$ cat src/rtl/mux_ru_data.sv
// rtl/mux_ru_data.sv - RV32I write-back data selector with optional registered copy (MUX_RU_DATA_REG_OUT_EN)
module mux_ru_data #(
  parameter int WIDTH = 32
) (
  input  logic             clk,
  input  logic             rst_n,
  input  logic [WIDTH-1:0] PCInc,
  input  logic [WIDTH-1:0] ALURes,
  input  logic [WIDTH-1:0] DataRd,
  input  logic [1:0]       RUDataWrSrc,
  input  logic             RUWr,
  output logic [WIDTH-1:0] DataWr,
  output logic [WIDTH-1:0] DataWrQ,
  output logic             RUWrQ,
  output logic             SelErr
);

  logic [WIDTH-1:0] w_data_sel;
  logic             w_sel_illegal;

  // Source select; an X/Z select falls through to default so it yields zero
  always_comb begin
    w_data_sel = '0;
    case (RUDataWrSrc)
      2'b00:   w_data_sel = ALURes;
      2'b01:   w_data_sel = DataRd;
      2'b10:   w_data_sel = PCInc;
      2'b11:   w_data_sel = '0;
      default: w_data_sel = '0;
    endcase
  end

  assign DataWr        = w_data_sel;
  assign w_sel_illegal = (RUDataWrSrc == 2'b11) & RUWr;

`ifdef MUX_RU_DATA_REG_OUT_EN
  logic [WIDTH-1:0] r_data_q;
  logic             r_ruwr_q;
  logic             r_sel_err;

  // One-cycle copy of the write-back data and write enable
  always_ff @(posedge clk or negedge rst_n) begin
    if (!rst_n) begin
      r_data_q <= '0;
      r_ruwr_q <= 1'b0;
    end else begin
      r_data_q <= w_data_sel;
      r_ruwr_q <= RUWr;
    end
  end

  // Sticky flag: an enabled write with the reserved select stays visible until reset
  always_ff @(posedge clk or negedge rst_n) begin
    if (!rst_n) begin
      r_sel_err <= 1'b0;
    end else if (w_sel_illegal) begin
      r_sel_err <= 1'b1;
    end
  end

  assign DataWrQ = r_data_q;
  assign RUWrQ   = r_ruwr_q;
  assign SelErr  = r_sel_err;
`else
  // Clock and reset have no consumer in the pass-through build
  logic w_unused;
  assign w_unused = &{1'b0, clk, rst_n};

  assign DataWrQ = w_data_sel;
  assign RUWrQ   = RUWr;
  assign SelErr  = w_sel_illegal;
`endif

endmodule

$ cat config.mk
export PLATFORM = sky130hd
export DESIGN_NAME = mux_ru_data
export DESIGN_NICKNAME = d
export VERILOG_FILES = /design/src/rtl/mux_ru_data.sv
export SDC_FILE = /design/constraint.sdc
export NUM_CORES = 1
export LEC_CHECK = 0
export ABC_CLOCK_PERIOD_IN_PS = 2250
export CAP_MARGIN = 15
export CORE_MARGIN = 1.5
export CORE_UTILIZATION = 27
export DETAILED_ROUTE_END_ITERATION = 10
export MAX_ROUTING_LAYER = met4
export PLACE_DENSITY = 0.95
export SLEW_MARGIN = 20
export SYNTH_ARGS = -nofsm -noshare
export SYNTH_HDL_FRONTEND = slang
export SYNTH_SLANG_ARGS = --single-unit
$ cat constraint.sdc
create_clock -name vclk -period 2.25
set_input_delay 0.45 -clock vclk [all_inputs]
set_output_delay 0.45 -clock vclk [all_outputs]
set_load 0.01 [all_outputs]
### Yosys cells after proc, flatten, opt, wreduce, memory -nomap -nowiden

Index checks and enable logic that the tools add are counted.

* register bits after elaboration: 0
* word-level logic and storage cells: 6

* equality and inequality tests: 3
* mux-type cells: 1
* bitwise operators: 1
* reductions and logical operators: 1

Operators by type and width (number)
* $pmux 32 s4: 1
* $eq 2x2->1 const B: 2
* $eq 2x1->1 const B: 1
* $logic_not 2->1: 1
* $and 1x1->1: 1

### Logic depth before layout (Yosys ltp)

* depth in word-level cells: 2
* gate-level depth with buffers: 6
* gate-level depth less buffers: 2

### Worst setup path before layout

OpenSTA, ideal clock, no wires.

* path type: input port to output port
* start: input RUDataWrSrc[0]
* end: output DataWrQ[0]
* arrival time: 1.246 ns
* setup slack: 0.554 ns
* cell stages on the path: 6
* path buffers: 4
* cell sequence: buf_4 > nor2b_4 > buf_6 > buf_12 > o2bb2ai_2 > buf_4

* longest elaborated chain between the ends: 2

Ends and longest elaborated chain
* from (decl): RTL line 10 `input logic [1:0] RUDataWrSrc,`
* $eq 2x2->1, or another cell as far along: RTL line 24 `case (RUDataWrSrc)`
* $pmux 32 s4 *: RTL line 24
* to (decl): RTL line 13 `output logic [WIDTH-1:0] DataWrQ,`

Mark *: on every way between the ends. The rest lies on a longest branch, timed or not.

### Worst setup path after layout

* start: input ALURes[2]
* end: output DataWr[2]

* longest elaborated chain between the ends: 1

Ends and longest elaborated chain
* from (decl): RTL line 8 `input logic [WIDTH-1:0] ALURes,`
* $pmux 32 s4: RTL line 24
* to (decl): RTL line 12 `output logic [WIDTH-1:0] DataWr,`

Every way passes these cells.

==> results by group <==
STA
  • Unrepaired setup endpoints after global routing: no
  • Max Freq: approximately 450 MHz
  • Setup TNS: 0 ns
  • Final worst-path cycle share: a little over nine tenths
  • Worst-margin pin slew: about 0.27 ns
  • Fin crit period: ~2.2 ns
  • Fin. max-slew vios: 0
  • Fin. Hold Viols: 0
  • Final setup fails: 0
  • Slew Limit Headroom: about four fifths

Layout
  • Final Cell Area: 2620 sq um
  • Layout cells sized above 1: roughly 17%
  • Inserted Diodes: 0
  • FF+latch area: 0 sq um
  • Post-Layout Cell Count: 290
  • P&R area growth vs syn: 119%
  • Num sequential: 0
  • Total Nets Final: between 300 and 400
  • CLK BUF: 0

Floorplan
  • Starting Density: 27.8%
  • Core box area: 4290 sq um
  • Die Area: a little under 5000 sq um
  • Ports: 167
  • Num rows: 24
  • Die Span Y: between 60 and 70 um
  • Die W: just under 70 um

Routing
  • Vias: around 1300
  • Wire per inst: between 10 and 15 um
  • DR DRC count: 0
  • Vias per Instance: 4.55
  • Wirelength, routed: 4290 um
  • Drt first pass iters: 4
  • 1st-iter DRT viols: 17
  • Antenna-violating nets left: 0

Setup path
  • Slowest stage cell, crit path: clkdlybuf4s50_1
  • Largest stage delay, worst path: ~0.59 ns
  • Worst setup path endpoint: DataWr[2]
  • WS Path Type: input pin to primary output
  • CP Data Required Time: around 1.8 ns
  • Most frequent CP cell: clkdlybuf4s50_1
  • Crit-path max FO: 2
  • Worst Setup SP: ALURes[2]
  • Crit path buffers/inverters: 2
  • Delay-heaviest family, CP: buffers and inverters
  • CP arrival: around 1.8 ns
  • Critical Path Sink Type: primary output
  • Crit-path cells: clkdlybuf4s50_1 -> mux2i_1 -> o2bb2ai_2 -> clkdlybuf4s50_1
  • Levels on crit path: 4
  • Startpoint class of the critical path: input pin

Global routing
  • Top Usage Layer GRT: met2
  • Largest net degree at the start of global routing: 18
  • Met1 track demand over resource: roughly a fifth
  • GR Layer Usage met3: approximately 2.2%
  • GR met2 Demand/Resource: ~32%
  • First-pass GRT wire length: 6620 um
  • Vias in the first global route: 1365
  • Initial antenna violation count: 0
  • Total grt overflow: 0
  • Total GRT Usage: approximately 17%

Placed design
  • Dpl cells: 290
  • Hpwl dp: between 3000 and 4000 um
  • Port-buffer cells: about 170
  • Post-DP Area: around 2600 sq um
  • Routability Congestion: approximately 0.7

Hold path
  • Worst hold path type: input pin to primary output
  • Hold Startpoint: RUDataWrSrc[0]

Yosys
  • Dominant cells by area after synthesis: o2bb2ai_2 38%, mux2i_1 27%, buf_4 21%
  • Yosys warnings: 0
  • Most frequent cell after synthesis: buf_4
  • Top cell type's share of synthesized area: a little under two fifths
  • Syn_nets: between 200 and 250
  • Post-synthesis cell count: 111
  • Seq/Total Area, Yosys: 0%
  • Syn Std Cell Area: around 1200 sq um
  • Avg Cell Area, Syn: between 10 and 15 sq um
  • Unique masters post-synth: 9
  • Largest area contributor in the netlist: o2bb2ai_2
  • Synth cell count leaders: 34 x buf_4, 32 x mux2i_1, 30 x o2bb2ai_2, 5 x buf_6

Clock tree
  • Post-CTS setup repair buffer count: 0
  • Post-CTS Resized: 0
  • CTS Hold Bufs: 0

Power
  • Switching Fraction: about a third
  • Pint: between 300 and 400 uW
  • Worst VDD drop: around 0.00012 V
  • PwrDens: 230 nW/um^2
  • Power share of the combinational group: 100.0%
  • Switching pwr: between 200 and 250 uW
  • Clk pwr share: 0%
  • Leak pwr: around 0.0010 uW
  • Seq pwr share: 0%

Run status
  • Outcome: finished clean

Flow run
  • Max capacitance violation total: 0
metrics by stage:
| step | hold slack, ns | utilization (%) | setup WS [ns] | total power (uW) |
|---|---|---|---|---|
| floorplan | 0.992 | - | 0.554 | 289 |
| global placement | 1.79 | 61.0 | 0.0759 | 598 |
| detailed placement | 1.80 | 61.0 | 0.0370 | 606 |
| CTS | 1.80 | 61.0 | 0.0233 | 609 |
| global route | 1.64 | 61.1 | 0.000200 | 635 |
| finish | 1.58 | 61.1 | 0.0469 | 602 |
routing by layer:
metal  routed length (um)  up-vias
met2                 2300       81
met5                    0        -
met1                 1620      594
met4                   32        0
met3                  339        4
li1                     -      641
worst min-delay path, delay by kind of cell:
| kind | cells | cell delay [ns] |
|---|---|---|
| buffers and inverters | 3 | 0.54 |
| AO/OA/AOI/OAI | 1 | 0.12 |
area by class of cell:
type / instances / area (sq um)
Fill cell: 358 / 1670
Multi-Input combinational cell: 66 / 808
Tap cell: 52 / 65.1
Timing Repair Buffer: 172 / 1750
cell usage in the layout (no fill, tap or decap):
master / n
buf_4: 3
buf_12: 4
nor2b_4: 1
o2bb2ai_2: 30
clkdlybuf4s50_1: 161
buf_2: 2
and3_1: 1
o2bb2ai_1: 2
dlymetal6s2s_1: 2
mux2i_1: 32
worst min path at each step:
stage                  to  cells after the start
2_1_floorplan       RUWrQ                      1
3_3_place_gp        RUWrQ                      2
3_5_place_dp        RUWrQ                      2
4_1_cts             RUWrQ                      2
5_1_grt        DataWr[31]                      4
6_report       DataWr[31]                      4
kinds of logic (layout without fill, tap and decap cells):
family | Yosys count | count (layout) | share of synthesized area, %
compound gates | 32 | 32 | 39.2
simple gates | 2 | 2 | 1.68
mux | 32 | 32 | 26.8
buf+inv | 45 | 172 | 32.4
power by group through the flow:
stage	Clock [uW]	Combinational (uW)	Sequential (uW)
finish	0	602	0
global route	0	635	0
CTS	0	609	0
detailed placement	0	606	0
global placement	0	598	0
floorplan	0	289	0
Note: power is estimated with default switching activity, not from simulation.
